<file path="src/rtl/shreg_ctrl_pkg.sv">
// ============================================================================
// shreg_ctrl_pkg : state encoding and helper function for shift_reg_ctrl
// Revision: 1.0
// ============================================================================
`default_nettype none

package shreg_ctrl_pkg;

    localparam logic [1:0] S_IDLE  = 2'd0;
    localparam logic [1:0] S_LOAD  = 2'd1;
    localparam logic [1:0] S_SHIFT = 2'd2;
    localparam logic [1:0] S_DONE  = 2'd3;

    typedef enum logic [1:0] {
        ST_IDLE  = S_IDLE,
        ST_LOAD  = S_LOAD,
        ST_SHIFT = S_SHIFT,
        ST_DONE  = S_DONE
    } state_t;

    // Width of a counter holding 0..n-1; never narrower than one bit.
    function automatic int cnt_width(input int n);
        return (n <= 1) ? 1 : $clog2(n);
    endfunction

endpackage

`default_nettype wire

</file>
<file path="src/rtl/shift_reg_ctrl_if.sv">
// ============================================================================
// shift_reg_ctrl_if : word-source handshake and shift-register control bundle
// Revision: 1.0
// ============================================================================
`default_nettype none

interface shift_reg_ctrl_if #(
    parameter int WIDTH = 4
);
    localparam int IDX_W = $clog2(WIDTH + 2);

    logic             in_valid;
    logic             in_ready;
    logic [WIDTH-1:0] in_data;
    logic             abort;
    logic             sr_load;
    logic [WIDTH-1:0] sr_data;
    logic             sr_shift;
    logic             busy;
    logic             done;
    logic [IDX_W-1:0] bit_idx;
    logic             par_bit;

    modport master (
        output in_valid, in_data, abort,
        input  in_ready, sr_load, sr_data, sr_shift, busy, done, bit_idx, par_bit
    );

    modport slave (
        input  in_valid, in_data, abort,
        output in_ready, sr_load, sr_data, sr_shift, busy, done, bit_idx, par_bit
    );

endinterface

`default_nettype wire

</file>
<file path="src/rtl/shreg_ctrl_prescaler.sv">
// ============================================================================
// shreg_ctrl_prescaler : DIV-modulo counter with sync clear, 1-cycle tick out
// Revision: 1.0
// ============================================================================
`default_nettype none

module shreg_ctrl_prescaler
    import shreg_ctrl_pkg::*;
#(
    parameter int DIV = 1
) (
    input  wire  clk,
    input  wire  reset,
    input  wire  clear,
    output logic tick
);
    localparam int               c_cnt_w = cnt_width(DIV);
    localparam logic [c_cnt_w-1:0] c_last = c_cnt_w'(DIV - 1);

    logic [c_cnt_w-1:0] r_cnt;

    always_ff @(posedge clk or negedge reset) begin
        if (!reset) begin
            r_cnt <= '0;
        end else if (clear || (r_cnt == c_last)) begin
            r_cnt <= '0;
        end else begin
            r_cnt <= r_cnt + 1'b1;
        end
    end

    assign tick = !clear && (r_cnt == c_last);

endmodule

`default_nettype wire

</file>
<file path="src/rtl/shift_reg_ctrl.sv">
// ============================================================================
// shift_reg_ctrl : load/shift sequencer for a parallel-load shift register.
// Optional even-parity slot enabled by defining SHREG_CTRL_PARITY_EN.
// Revision: 1.0
// ============================================================================
`default_nettype none

module shift_reg_ctrl
    import shreg_ctrl_pkg::*;
#(
    parameter int WIDTH = 4,
    parameter int DIV   = 1
) (
    input  wire              clk,
    input  wire              reset,
    shift_reg_ctrl_if.slave  bus
);
`ifdef SHREG_CTRL_PARITY_EN
    localparam int c_nshift = WIDTH + 1;
`else
    localparam int c_nshift = WIDTH;
`endif
    localparam int                 c_idx_w    = $clog2(WIDTH + 2);
    localparam logic [c_idx_w-1:0] c_last_idx = c_idx_w'(c_nshift);
    localparam logic [c_idx_w-1:0] c_par_idx  = c_idx_w'(c_nshift - 1);

    state_t r_state;
    logic   w_tick;
    logic   w_clear;
    logic   w_par;
    logic   w_accept;

    assign w_clear  = (r_state != ST_SHIFT);
    // in_ready is only ever set in IDLE/DONE, so it alone qualifies the accept.
    assign w_accept = bus.in_valid && bus.in_ready;

`ifdef SHREG_CTRL_PARITY_EN
    assign w_par = ^bus.sr_data;
`else
    assign w_par = 1'b0;
`endif

    shreg_ctrl_prescaler #(
        .DIV (DIV)
    ) u_prescaler (
        .clk   (clk),
        .reset (reset),
        .clear (w_clear),
        .tick  (w_tick)
    );

    always_ff @(posedge clk or negedge reset) begin
        if (!reset) begin
            r_state      <= ST_IDLE;
            bus.in_ready <= 1'b0;
            bus.sr_load  <= 1'b0;
            bus.sr_data  <= '0;
            bus.sr_shift <= 1'b0;
            bus.busy     <= 1'b0;
            bus.done     <= 1'b0;
            bus.bit_idx  <= '0;
            bus.par_bit  <= 1'b0;
        end else begin
            bus.done <= 1'b0;
            if (w_accept) begin
                bus.sr_data  <= bus.in_data;
                bus.sr_load  <= 1'b1;
                bus.in_ready <= 1'b0;
                bus.busy     <= 1'b1;
                r_state      <= ST_LOAD;
            end else begin
                case (r_state)
                    ST_IDLE: begin
                        bus.in_ready <= 1'b1;
                    end
                    ST_LOAD, ST_SHIFT: begin
                        if (bus.abort) begin
                            bus.sr_load  <= 1'b0;
                            bus.sr_shift <= 1'b0;
                            bus.par_bit  <= 1'b0;
                            bus.busy     <= 1'b0;
                            bus.in_ready <= 1'b1;
                            r_state      <= ST_IDLE;
                        end else if (r_state == ST_LOAD) begin
                            bus.sr_load <= 1'b0;
                            bus.bit_idx <= '0;
                            r_state     <= ST_SHIFT;
                        end else if (bus.bit_idx == c_last_idx) begin
                            bus.sr_shift <= 1'b0;
                            bus.par_bit  <= 1'b0;
                            bus.busy     <= 1'b0;
                            bus.done     <= 1'b1;
                            bus.in_ready <= 1'b1;
                            r_state      <= ST_DONE;
                        end else if (w_tick) begin
                            bus.sr_shift <= 1'b1;
                            bus.bit_idx  <= bus.bit_idx + 1'b1;
                            bus.par_bit  <= (bus.bit_idx == c_par_idx) && w_par;
                        end else begin
                            bus.sr_shift <= 1'b0;
                            bus.par_bit  <= 1'b0;
                        end
                    end
                    default: begin
                        r_state <= ST_IDLE;
                    end
                endcase
            end
        end
    end

endmodule

`default_nettype wire

</file>
<file path="src/flat_wrapper.sv">
// flat-port wrapper written by rule: the top's interface ports become plain ports
module shift_reg_ctrl_flat import shreg_ctrl_pkg::*;
#(
    parameter int WIDTH = 4,
    parameter int DIV   = 1
)
  (clk, reset, bus_in_valid, bus_in_data, bus_abort, bus_in_ready, bus_sr_load, bus_sr_data, bus_sr_shift, bus_busy, bus_done, bus_bit_idx, bus_par_bit);
  shift_reg_ctrl_if #(.WIDTH(WIDTH)) bus_i ();
  input  wire clk;
  input  wire reset;
  input wire logic [$bits(bus_i.in_valid)-1:0] bus_in_valid;
  input wire logic [$bits(bus_i.in_data)-1:0] bus_in_data;
  input wire logic [$bits(bus_i.abort)-1:0] bus_abort;
  output wire logic [$bits(bus_i.in_ready)-1:0] bus_in_ready;
  output wire logic [$bits(bus_i.sr_load)-1:0] bus_sr_load;
  output wire logic [$bits(bus_i.sr_data)-1:0] bus_sr_data;
  output wire logic [$bits(bus_i.sr_shift)-1:0] bus_sr_shift;
  output wire logic [$bits(bus_i.busy)-1:0] bus_busy;
  output wire logic [$bits(bus_i.done)-1:0] bus_done;
  output wire logic [$bits(bus_i.bit_idx)-1:0] bus_bit_idx;
  output wire logic [$bits(bus_i.par_bit)-1:0] bus_par_bit;
  assign bus_i.in_valid = bus_in_valid;
  assign bus_i.in_data = bus_in_data;
  assign bus_i.abort = bus_abort;
  assign bus_in_ready = bus_i.in_ready;
  assign bus_sr_load = bus_i.sr_load;
  assign bus_sr_data = bus_i.sr_data;
  assign bus_sr_shift = bus_i.sr_shift;
  assign bus_busy = bus_i.busy;
  assign bus_done = bus_i.done;
  assign bus_bit_idx = bus_i.bit_idx;
  assign bus_par_bit = bus_i.par_bit;
  shift_reg_ctrl #(.WIDTH(WIDTH), .DIV(DIV)) u_core (.clk(clk), .reset(reset), .bus(bus_i));
endmodule
</file>
<file path="config.mk">
export PLATFORM = sky130hd
export DESIGN_NAME = shift_reg_ctrl_flat
export DESIGN_NICKNAME = d
export VERILOG_FILES = /design/src/rtl/shreg_ctrl_pkg.sv /design/src/rtl/shift_reg_ctrl_if.sv /design/src/rtl/shreg_ctrl_prescaler.sv /design/src/rtl/shift_reg_ctrl.sv /design/src/flat_wrapper.sv
export SDC_FILE = /design/constraint.sdc
export NUM_CORES = 1
export LEC_CHECK = 0
export CORE_AREA = 3 3 46 48
export DETAILED_ROUTE_END_ITERATION = 6
export DIE_AREA = 0 0 49 51
export GPL_TIMING_DRIVEN = 0
export PLACE_DENSITY = 0.73
export SYNTH_ARGS = -nofsm -noshare
export SYNTH_HDL_FRONTEND = slang
export SYNTH_SLANG_ARGS = --single-unit
</file>
<file path="constraint.sdc">
create_clock -name clk -period 2 [get_ports clk]
set_input_delay 0.3 -clock clk [delete_from_list [all_inputs] [get_ports clk]]
set_output_delay 0.3 -clock clk [all_outputs]
set_load 0.01 [all_outputs]
</file>
==> results by group <==
Clock network
  • Clock Latency Late Sink: 0.28 ns
  • CTS tree: yes
  • CTS Hold Bufs: 0
  • H-tree depth: 1
  • Number of buffers added for setup after CTS: 0
  • Cts repair resizes: 0
  • Clock transition at path regs: 0.08 ns
  • Clk buf depth: 2
  • CTS root buf: clkbuf_4
  • Num CTS Buffers: 3
  • Clk sinks: 15

Run
  • Max Cap Viol: 0

Setup path
  • Critical path's slowest cell: dfrtp_1
  • Data required time of the worst path: 2.17 ns
  • Reg-to-reg slack, setup: 0.27 ns
  • Crit-path leading delay family: flip-flops
  • Critical Path AT: 1.90 ns
  • Setup crit start kind: register
  • CP max stage delay: 0.40 ns
  • CP Capture Type: register
  • Worst path bufs/invs: 2
  • Critical path class: register to register
  • CP max FO: 8
  • Critical path cell sequence: inv_1 -> ha_1 -> nor2b_4 -> buf_6 -> o2111ai_1 -> mux2_1

Layout
  • Final nets: 110
  • Area Growth Syn to Fin: 31.9%
  • Share of layout cells above drive strength 1: 13.8%
  • Fillers: 156
  • # diodes: 0
  • Post-layout util: 59.6%

Drt
  • Final wirelength: 1400 um
  • DRT iter0 DRCs: 1
  • Vias per inst: 4.91
  • Routed WL per cell: 11.8 um
  • Number of detailed-routing iterations run before antenna repair: 2
  • Remaining antenna violation count: 0
  • Via count: 584
  • DRC violations left: 0

Synth
  • Post-Syn Area per Cell: 11.3 sq um
  • Mapped Area: 788 sq um
  • #FFs+latches synth: 15
  • Ys Warns: 0
  • Largest family of logic cells by synthesized area: compound AO/OA/AOI/OAI gates
  • Mux share of post-synthesis cell area: 8.57%
  • Compound-Gate Fraction of Synth Area: 15.1%
  • Distinct cells, synth: 30
  • Xor/xnor share of the synthesized area: 0%
  • Simple-Gate Fraction of Synth Area: 10.8%
  • Post-synthesis cell count: 70
  • Post-Synth Adder-Cell Area: 11.1%
  • Sequential share of the synthesized area: 47.6%

GRT
  • Pin count of the biggest net entering global routing: 16
  • GR Overflow Total: 0
  • Gr usage total: 13.3%
  • First-pass GRT wire length: 2470 um
  • Initial antenna violation count: 0
  • Vias in the first global route: 603

Placed design
  • RePlAce Congestion: 0.828
  • DP HPWL: 1090 um
  • I/O Buffers: 19

STA
  • Relative slew slack: 55.0%
  • Setup tns final: 0 ns
  • RSZ-0062 raised after global routing: no
  • Final setup vio count: 0
  • Post-layout min period: 1.73 ns
  • Fin. Hold Viols: 0
  • WHS: 0.422 ns
  • Actual slew at the worst max-slew pin: 0.674 ns
  • Fin. max-slew vios: 0
  • FMAX: 578 MHz
  • Worst Skew: 0.00246 ns
  • Period utilisation layout: 86.6%

Power and ir drop
  • Power density cells: 1400 nW/um^2
  • Leakage: 0.485 nW
  • Worst IR Drop VDD: 0.710 mV

Floorplanning
  • I/O pins: 21
  • Die area: 2500 sq um
  • Core area: 1750 sq um
  • # rows: 15
  • Die Wd: 49 um
  • Starting Density: 45.2%
  • Die Ht: 51 um

Run status
  • Status: finished clean

Min path
  • Worst min path class: input pin to async pin
[cell type report]
class                           count  area (sq um)  share of cell area (%)
Clock buffer                        4          26.3                    2.53
Buffer                              3          23.8                    2.29
Sequential cell                    15           375                    36.1
Inverter                            7          26.3                    2.53
Timing Repair Buffer               19           190                    18.3
Multi-Input combinational cell     46           367                    35.3
Tap cell                           25          31.3                    3.01
[synthesized netlist by cell type]
master | count | area [sq um]
o2bb2ai_1 | 1 | 8.76
inv_1 | 7 | 26.3
nand2_1 | 6 | 22.5
o22a_1 | 1 | 8.76
ha_1 | 7 | 87.6
buf_4 | 1 | 7.51
nand2b_1 | 1 | 6.26
conb_1 | 1 | 3.75
mux2_2 | 5 | 56.3
nand3b_1 | 1 | 7.51
o21ai_0 | 3 | 15.0
o2111a_1 | 1 | 11.3
mux2_1 | 1 | 11.3
o21a_1 | 1 | 7.51
nand3_1 | 1 | 5.00
a21oi_1 | 3 | 15.0
or4b_1 | 1 | 10.0
o2111ai_1 | 1 | 8.76
nor2b_4 | 1 | 13.8
o211ai_2 | 1 | 12.5
o211ai_1 | 1 | 7.51
a31oi_1 | 1 | 6.26
nor2b_1 | 1 | 6.26
nor2_1 | 2 | 7.51
a21boi_0 | 1 | 7.51
buf_6 | 1 | 11.3
and3_1 | 1 | 6.26
o211a_1 | 1 | 10.0
buf_2 | 1 | 5.00
dfrtp_1 | 15 | 375
[per-stage QoR]
step | cells | worst slack, ns | area (sq um) | total power [mW]
after detailed placement | 115 | 0.248 | 1010 | 1.30
after global routing | 119 | 0.162 | 1040 | 1.58
after floorplan | 71 | 0.389 | 792 | 0.977
after global placement | 115 | 0.292 | 1010 | 1.28
final | 119 | 0.269 | 1040 | 1.45
after CTS | 119 | 0.237 | 1040 | 1.47
[routing by layer]
layer  wire length, um  vias up  global-route usage [%]  part of all wire [%]
met2               633       18                    21.3                    45
li1                  -      288                       -                     -
met5                 0        -                       0                     0
met3                72        3                    4.08                   5.1
met1               671      275                    15.9                    48
met4                24        0                    7.11                   1.7
[sequential cells by signal, indices dropped and copies added, names as in the netlist]
name,count
u_core.bus.done,1
u_core.bus.in_ready,1
u_core.bus.bit_idx,3
u_core.bus.sr_load,1
u_core.r_state,2
u_core.bus.sr_data,4
u_core.bus.busy,1
u_core.bus.sr_shift,1
u_core.u_prescaler.r_cnt,1
[cells in the final DEF, fill, tap and decap left out, types with 2 or more instances in the layout]
cell and n:
o21ai_0 3, clkbuf_4 3, ha_1 7, dfrtp_1 15, nand2_1 6, a21oi_1 3
conb_1 2, nor2_1 2, inv_1 7, clkdlybuf4s50_1 19, mux2_2 5
[cell families after synthesis]
kind of cell,after synthesis
AOI/OAI and AO/OA,16
and+or+nand+nor,15
DFF,15
buffers and inverters,10
adders and majority gates,7
muxes,6
other,1
[power by group]
part	switching (mW)	total [mW]	leakage, nW	internal [mW]
combinational	0.351	0.770	0.286	0.419
sequential	0.0911	0.514	0.184	0.423
clock	0.0905	0.168	0.0150	0.0774
[path summary, 6_finish.rpt]
check	start	to	cells past startpoint
setup / recovery	u_core.r_state[0]$_DFFE_PN0P_	u_core.bus.bit_idx[0]$_DFFE_PN0P_	6
hold / removal	reset	u_core.bus.bit_idx[1]$_DFFE_PN0P_	1
setup reg to reg	u_core.r_state[0]$_DFFE_PN0P_	u_core.bus.bit_idx[0]$_DFFE_PN0P_	6
hold reg to reg	u_core.bus.sr_load$_DFFE_PN0P_	u_core.bus.sr_load$_DFFE_PN0P_	2
max in group asynchronous	reset	u_core.bus.sr_shift$_DFFE_PN0P_	1
min in group clk	u_core.bus.sr_load$_DFFE_PN0P_	u_core.bus.sr_load$_DFFE_PN0P_	2
Power figures use the tool's default switching activity.
